===== config.mk =====
export PLATFORM = sky130hd
export DESIGN_NAME = vga_timing_gen_flat
export DESIGN_NICKNAME = d
export VERILOG_FILES = /design/src/rtl/vga_timing_gen_if.sv /design/src/rtl/vga_timing_gen.sv /design/src/flat_wrapper.sv
export SDC_FILE = /design/constraint.sdc
export NUM_CORES = 1
export LEC_CHECK = 0
export ABC_AREA = 1
export CELL_PAD_IN_SITES_DETAIL_PLACEMENT = 0
export CELL_PAD_IN_SITES_GLOBAL_PLACEMENT = 2
export CORE_ASPECT_RATIO = 0.75
export CORE_UTILIZATION = 30
export DETAILED_ROUTE_END_ITERATION = 6
export DONT_BUFFER_PORTS = 1
export HOLD_SLACK_MARGIN = 0.02
export PLACE_DENSITY_LB_ADDON = 0.05
export SLEW_MARGIN = 20
export SYNTH_ARGS = -nofsm -noshare
export SYNTH_HDL_FRONTEND = slang
export SYNTH_SLANG_ARGS = --single-unit

===== constraint.sdc =====
create_clock -name clk -period 1.6 [get_ports clk]
set_clock_uncertainty 0.2 [all_clocks]
set_input_delay 0 -clock clk [delete_from_list [all_inputs] [get_ports clk]]
set_output_delay 0 -clock clk [all_outputs]
set_load 0.01 [all_outputs]

===== src/rtl/vga_timing_gen_if.sv =====
// Signal bundle between the VGA raster generator, the image-memory stage and the pins.
interface vga_timing_gen_if;
  logic [9:0]  pixel_x;
  logic [9:0]  pixel_y;
  logic [11:0] rgb_in;
  logic [3:0]  vga_r;
  logic [3:0]  vga_g;
  logic [3:0]  vga_b;
  logic        vga_hs;
  logic        vga_vs;
  logic        video_on;
  logic        vblank;
  logic        frame_start;

  modport master (
    output pixel_x, pixel_y, vga_r, vga_g, vga_b, vga_hs, vga_vs,
           video_on, vblank, frame_start,
    input  rgb_in
  );

  modport slave (
    input  pixel_x, pixel_y, vga_r, vga_g, vga_b, vga_hs, vga_vs,
           video_on, vblank, frame_start,
    output rgb_in
  );
endinterface


===== src/rtl/vga_timing_gen.sv =====
// VGA raster timing: clock-enable pixel divider, h/v counters, and a registered
// colour/sync stage so colour and sync leave the chip pixel-aligned.
module vga_timing_gen #(
  parameter int unsigned CLK_DIV  = 4,
  parameter int unsigned H_ACTIVE = 640,
  parameter int unsigned H_FP     = 16,
  parameter int unsigned H_SYNC   = 96,
  parameter int unsigned H_BP     = 48,
  parameter int unsigned V_ACTIVE = 480,
  parameter int unsigned V_FP     = 10,
  parameter int unsigned V_SYNC   = 2,
  parameter int unsigned V_BP     = 33,
  parameter logic        SYNC_POL = 1'b0
) (
  input  logic              clk,
  input  logic              rst,
  vga_timing_gen_if.master  vga
);

  localparam int unsigned H_TOTAL = H_ACTIVE + H_FP + H_SYNC + H_BP;
  localparam int unsigned V_TOTAL = V_ACTIVE + V_FP + V_SYNC + V_BP;
  localparam int unsigned DIV_W   = (CLK_DIV > 1) ? $clog2(CLK_DIV) : 1;

  logic [DIV_W-1:0] r_div_cnt;
  logic [9:0]       r_h_cnt;
  logic [9:0]       r_v_cnt;
  logic [3:0]       r_vga_r;
  logic [3:0]       r_vga_g;
  logic [3:0]       r_vga_b;
  logic             r_vga_hs;
  logic             r_vga_vs;
  logic             r_video_on;

  logic w_pix_en;
  logic w_h_last;
  logic w_v_last;
  logic w_act;
  logic w_hs_act;
  logic w_vs_act;

  // With CLK_DIV = 1 the counter is pinned at 0, so the enable is permanently high.
  assign w_pix_en = (r_div_cnt == DIV_W'(CLK_DIV - 1));
  assign w_h_last = (r_h_cnt == 10'(H_TOTAL - 1));
  assign w_v_last = (r_v_cnt == 10'(V_TOTAL - 1));

  assign w_act    = (r_h_cnt < 10'(H_ACTIVE)) && (r_v_cnt < 10'(V_ACTIVE));
  assign w_hs_act = (r_h_cnt >= 10'(H_ACTIVE + H_FP)) &&
                    (r_h_cnt <= 10'(H_ACTIVE + H_FP + H_SYNC - 1));
  assign w_vs_act = (r_v_cnt >= 10'(V_ACTIVE + V_FP)) &&
                    (r_v_cnt <= 10'(V_ACTIVE + V_FP + V_SYNC - 1));

  always_ff @(posedge clk) begin
    if (rst) begin
      r_div_cnt <= '0;
    end else if (w_pix_en) begin
      r_div_cnt <= '0;
    end else begin
      r_div_cnt <= r_div_cnt + DIV_W'(1);
    end
  end

  always_ff @(posedge clk) begin
    if (rst) begin
      r_h_cnt <= '0;
      r_v_cnt <= '0;
    end else if (w_pix_en) begin
      if (w_h_last) begin
        r_h_cnt <= '0;
        r_v_cnt <= w_v_last ? '0 : r_v_cnt + 10'd1;
      end else begin
        r_h_cnt <= r_h_cnt + 10'd1;
      end
    end
  end

  // Output stage adds exactly one pixel period of latency to colour and both syncs alike.
  always_ff @(posedge clk) begin
    if (rst) begin
      r_vga_r    <= '0;
      r_vga_g    <= '0;
      r_vga_b    <= '0;
      r_vga_hs   <= ~SYNC_POL;
      r_vga_vs   <= ~SYNC_POL;
      r_video_on <= 1'b0;
    end else if (w_pix_en) begin
      r_vga_r    <= w_act ? vga.rgb_in[11:8] : '0;
      r_vga_g    <= w_act ? vga.rgb_in[7:4]  : '0;
      r_vga_b    <= w_act ? vga.rgb_in[3:0]  : '0;
      r_vga_hs   <= w_hs_act ? SYNC_POL : ~SYNC_POL;
      r_vga_vs   <= w_vs_act ? SYNC_POL : ~SYNC_POL;
      r_video_on <= w_act;
    end
  end

  assign vga.pixel_x     = r_h_cnt;
  assign vga.pixel_y     = r_v_cnt;
  assign vga.vga_r       = r_vga_r;
  assign vga.vga_g       = r_vga_g;
  assign vga.vga_b       = r_vga_b;
  assign vga.vga_hs      = r_vga_hs;
  assign vga.vga_vs      = r_vga_vs;
  assign vga.video_on    = r_video_on;
  assign vga.vblank      = (r_v_cnt >= 10'(V_ACTIVE));
  assign vga.frame_start = !rst && w_pix_en && w_h_last && w_v_last;

endmodule


===== src/flat_wrapper.sv =====
// flat-port wrapper written by rule: the top's interface ports become plain ports
module vga_timing_gen_flat 
#(
  parameter int unsigned CLK_DIV  = 4,
  parameter int unsigned H_ACTIVE = 640,
  parameter int unsigned H_FP     = 16,
  parameter int unsigned H_SYNC   = 96,
  parameter int unsigned H_BP     = 48,
  parameter int unsigned V_ACTIVE = 480,
  parameter int unsigned V_FP     = 10,
  parameter int unsigned V_SYNC   = 2,
  parameter int unsigned V_BP     = 33,
  parameter logic        SYNC_POL = 1'b0
)
  (clk, rst, vga_pixel_x, vga_pixel_y, vga_vga_r, vga_vga_g, vga_vga_b, vga_vga_hs, vga_vga_vs, vga_video_on, vga_vblank, vga_frame_start, vga_rgb_in);
  vga_timing_gen_if vga_i ();
  input  logic clk;
  input  logic rst;
  output wire logic [$bits(vga_i.pixel_x)-1:0] vga_pixel_x;
  output wire logic [$bits(vga_i.pixel_y)-1:0] vga_pixel_y;
  output wire logic [$bits(vga_i.vga_r)-1:0] vga_vga_r;
  output wire logic [$bits(vga_i.vga_g)-1:0] vga_vga_g;
  output wire logic [$bits(vga_i.vga_b)-1:0] vga_vga_b;
  output wire logic [$bits(vga_i.vga_hs)-1:0] vga_vga_hs;
  output wire logic [$bits(vga_i.vga_vs)-1:0] vga_vga_vs;
  output wire logic [$bits(vga_i.video_on)-1:0] vga_video_on;
  output wire logic [$bits(vga_i.vblank)-1:0] vga_vblank;
  output wire logic [$bits(vga_i.frame_start)-1:0] vga_frame_start;
  input wire logic [$bits(vga_i.rgb_in)-1:0] vga_rgb_in;
  assign vga_pixel_x = vga_i.pixel_x;
  assign vga_pixel_y = vga_i.pixel_y;
  assign vga_vga_r = vga_i.vga_r;
  assign vga_vga_g = vga_i.vga_g;
  assign vga_vga_b = vga_i.vga_b;
  assign vga_vga_hs = vga_i.vga_hs;
  assign vga_vga_vs = vga_i.vga_vs;
  assign vga_video_on = vga_i.video_on;
  assign vga_vblank = vga_i.vblank;
  assign vga_frame_start = vga_i.frame_start;
  assign vga_i.rgb_in = vga_rgb_in;
  vga_timing_gen #(.CLK_DIV(CLK_DIV), .H_ACTIVE(H_ACTIVE), .H_FP(H_FP), .H_SYNC(H_SYNC), .H_BP(H_BP), .V_ACTIVE(V_ACTIVE), .V_FP(V_FP), .V_SYNC(V_SYNC), .V_BP(V_BP), .SYNC_POL(SYNC_POL)) u_core (.clk(clk), .rst(rst), .vga(vga_i));
endmodule

==> impl_metrics.csv <==
group,metric,value,unit
clocking,worstSkewPairLatency,300,ps
synth,synthesis.instances,261,
timing,timing_max_transition_violations_final,0,
timing,setup_viol,9,
clocking,clock_tree.root_cell,"sky130_fd_sc_hd__clkbuf_8",
grt,grt_pass1_wl,9.328,mm
synth,synth.yosys.seq_area_share,0.4005,
place,portBuffers,0,
routing,drt_first_iter_violations,72,
synth,synthDominantCellAreaShare,0.4005,
timing,finalHoldViolations,24,
critical_path,worst_setup_path_start_kind,"register",
routing,drc_viols,0,
critical_path,timing_worst_setup_path_type,"reg2out",
synth,syn_area_per_cell,7.085,µm²
layout,post_layout_nonfiller_instances,418,
timing,rsz0062_at_grt,"true",
place,place_inst,381,
routing,final_antenna_net_count,0,
routing,route.detailed.wl_per_inst,13.72,µm
timing,post-route-worst-setup-slack,-161.4,ps
layout,final_layout_size_suffix_gt1_frac,0.4118,
synth,synth_most_common_cell,"sky130_fd_sc_hd__nand2_1",
synth,dominant_combinational_cell_family_by_area_after_synthesis,"simple AND/OR/NAND/NOR gates",
synth,synthSimpleGateAreaFrac,0.4039,
critical_path,worstRegToRegCells,10,
clocking,tritoncts.num_buffers,5,
place,hpwlAfterDp,3.934,mm
run_status,run_status,"finished, violations left",
clocking,tritoncts,"done",
timing,fmax,0.5677,GHz
timing,hold-worst-slack,-444.7,ps
clocking,holdBufCountCts,14,
layout,antennaDiodeCount,0,
synth,yosys-mux-area-fraction,0,
layout,layout-area-overhead-vs-synth,60.35,%
power_and_ir_drop,max-vdd-ir-drop,0.0003250,V
critical_path,critPathCaptureType,"output port",
timing,period_share,1.101,
die,dieArea,6486,µm²
grt,grt_start_max_net_pins,15,
clocking,max-clock-path-buffers,2,
place,gpl.final_weighted_congestion,0.7522,
routing,route.detailed.vias_per_inst,4.557,
critical_path,cp-startpoint,"u_core.vga.pixel_y[1]",
synth,synth_fp_nets,281,
critical_path,arrival,1560,ps
synth,ys.flop_type,"sky130_fd_sc_hd__dfxtp_1",
synth,synth_enable_flop_cells,0,
critical_path,regToRegEndpoint,"u_core.vga.pixel_y[7]",
synth,synth_compound_gate_area_share,0.05683,
synth,mappedNetlistArea,1849,µm²
synth,xor_xnor_cell_area_share_of_the_yosys_netlist,0.009472,
routing,vias,1905,
synth,synth-adder-area-share,0.04060,
timing,fin_tns_setup,-633.1,ps
clocking,cts.reportedPaths.clkPinSlew,90,ps
power_and_ir_drop,pwr_density_cell,675.4,nW/µm²
synth,ys_seq_elements,37,
power_and_ir_drop,power.static_leakage,1.344,nW
grt,vias_in_the_first_global_route,1861,
die,floorplan.initialDensity,0.3142,
die,placeableCoreArea,5886,µm²
worst_hold_path,hold_removal_path_class,"in2reg",
synth,synthTopCellsByCount,"sky130_fd_sc_hd__nand2_1 (70), sky130_fd_sc_hd__nor2_1 (38), sky130_fd_sc_hd__dfxtp_1 (37)",
critical_path,worstPathMaxFanout,2,
timing,worst_slew_pin_slew,493.3,ps
die,floorplan.die.height,70.00,µm
die,floorplan.rows,24,
run,drv_cap,0,
critical_path,timing.critical_path.required,1400,ps
timing,period_minus_slack,1761,ps
grt,grt_usage,0.1862,
timing,slew-limit-headroom,0.6711,
synth,ys_types,28,
grt,antenna_violations_before_repair,0,
critical_path,r2r_setup_slack,-90,ps
routing,drt_pass1_iterations,4,
die,number_of_ports_placed_on_the_die_boundary,51,
layout,post-route-cell-area,2965,µm²
power_and_ir_drop,report.power.total,2.003,mW
synth,synth.top_cells.by_area,"sky130_fd_sc_hd__dfxtp_1 (40%), sky130_fd_sc_hd__nand2_1 (14%), sky130_fd_sc_hd__nor2_1 (7.7%)",
grt,globalRoute.totalOverflow,0,
place,placed_cell_area,2286,µm²
clocking,cts.htree.levels,2,
critical_path,critPathCapture,"vga_frame_start",
critical_path,crit_reg_reg_startpoint,"u_core.r_div_cnt[0]",
layout,num-nets-final,359,
die,floorplan.die.width,92.66,µm
run_status,failed_checks,"hold timing, setup timing",
synth,synthDominantAreaCellType,"sky130_fd_sc_hd__dfxtp_1",
routing,routed_wirelength,5.734,mm
clocking,number_of_sinks_handled_by_clock_tree_synthesis,37,
synth,ys_warn_count,0,
synth,share_of_flip_flops_with_an_asynchronous_set_or_reset,0,
[layer usage]
metal,global-route usage,part of all wire,vias to the layer above
li1,-,-,997
met4,0.03590,0.0023,0
met1,0.2792,0.53,861
met2,0.2658,0.42,44
met3,0.05011,0.053,3
met5,0,0,-
[sequential cells by signal, indices dropped and copies added, names as in the netlist]
signal and cells:
u_core.vga.vga_g 4, u_core.vga.vga_b 4, u_core.vga.vga_vs 1, u_core.vga.pixel_y 10, u_core.vga.vga_r 4, u_core.r_div_cnt 2, u_core.vga.video_on 1, u_core.vga.pixel_x 10
u_core.vga.vga_hs 1
[power breakdown]
part	switching [mW]	internal [mW]	total, mW
clock network	0.391	0.467	0.859
registers	0.0243	0.943	0.967
logic	0.0848	0.0920	0.177
[how the worst min path moves through the flow]
stage | startpoint | endpoint | cells past startpoint
final | rst | u_core.vga.pixel_y[8] | 1
after detailed placement | rst | u_core.vga.pixel_y[8] | 1
after global routing | rst | u_core.vga.pixel_y[8] | 1
after global placement | rst | u_core.vga.pixel_x[2] | 1
after CTS | rst | u_core.vga.pixel_y[8] | 1
after floorplan | vga_rgb_in[3] | u_core.vga.vga_b[3] | 2
[layout by cell type (no fill, tap or decap), types with 2 or more instances in the layout]
| cell type | instances |
|---|---|
| sky130_fd_sc_hd__nor3b_2 | 2 |
| sky130_fd_sc_hd__nand3b_1 | 2 |
| sky130_fd_sc_hd__nand2_4 | 6 |
| sky130_fd_sc_hd__nand3_2 | 4 |
| sky130_fd_sc_hd__nand2_1 | 58 |
| sky130_fd_sc_hd__nor2_1 | 28 |
| sky130_fd_sc_hd__dfxtp_1 | 29 |
| sky130_fd_sc_hd__nand3_1 | 4 |
| sky130_fd_sc_hd__buf_12 | 3 |
| sky130_fd_sc_hd__buf_4 | 50 |
| sky130_fd_sc_hd__inv_1 | 22 |
| sky130_fd_sc_hd__nand4_1 | 20 |
| sky130_fd_sc_hd__nor2_4 | 7 |
| sky130_fd_sc_hd__nand2_8 | 2 |
| sky130_fd_sc_hd__nor2_2 | 8 |
| sky130_fd_sc_hd__ha_1 | 2 |
| sky130_fd_sc_hd__dlygate4sd3_1 | 14 |
| sky130_fd_sc_hd__o21ai_0 | 4 |
| sky130_fd_sc_hd__ha_4 | 4 |
| sky130_fd_sc_hd__nand2_2 | 11 |
| sky130_fd_sc_hd__inv_4 | 2 |
| sky130_fd_sc_hd__a21oi_1 | 3 |
| sky130_fd_sc_hd__xor2_1 | 2 |
| sky130_fd_sc_hd__inv_2 | 7 |
| sky130_fd_sc_hd__o21ai_1 | 5 |
| sky130_fd_sc_hd__buf_6 | 11 |
| sky130_fd_sc_hd__a21oi_2 | 3 |
| sky130_fd_sc_hd__nor3_1 | 3 |
| sky130_fd_sc_hd__clkbuf_8 | 5 |
| sky130_fd_sc_hd__dfxtp_2 | 7 |
[cell type report]
cell class	count	area (µm²)
fillers	594	2920
multi-input cells	185	1175
flip-flops and latches	37	753.2
repair buffers	78	699.4
inverters	32	125.1
well taps	78	97.59
clock buffers	5	68.82
clock inverters	3	46.29
[metrics by stage]
step | hold WS [ps] | worst slack [ps] | utilization
finish | -444.7 | -161.4 | 0.5038
global route | -467.4 | -259.8 | 0.5038
floorplan | -46.32 | 32.49 | -
CTS | -446.3 | -198.5 | 0.4804
detailed placement | -123.9 | -127.0 | 0.3884
global placement | -125.4 | -105.2 | 0.3884
[critical path, stage by stage (launching register included)]
cell and delay, ps:
sky130_fd_sc_hd__dfxtp_2 330, sky130_fd_sc_hd__inv_2 70, sky130_fd_sc_hd__ha_4 130, sky130_fd_sc_hd__nand2_2 50
sky130_fd_sc_hd__nor2_2 80, sky130_fd_sc_hd__nand4_1 140, sky130_fd_sc_hd__buf_4 180, sky130_fd_sc_hd__nor3_4 170
sky130_fd_sc_hd__buf_6 120
[repair_timing]
item	4_1_cts	5_1_grt
hold endpoints to repair	27	24
cloned	1	0
buffers inserted	12	9
gates resized for setup	48	45
pin swaps	19	29
setup endpoints to repair	29	31
[logic make-up after synthesis]
logic type	after synthesis
buffers and inverters	39
xor gates and xnor gates	2
AOI/OAI and AO/OA	19
DFF	37
and+or+nand+nor	158
adders and majority gates	6
Power figures use the tool's default switching activity.
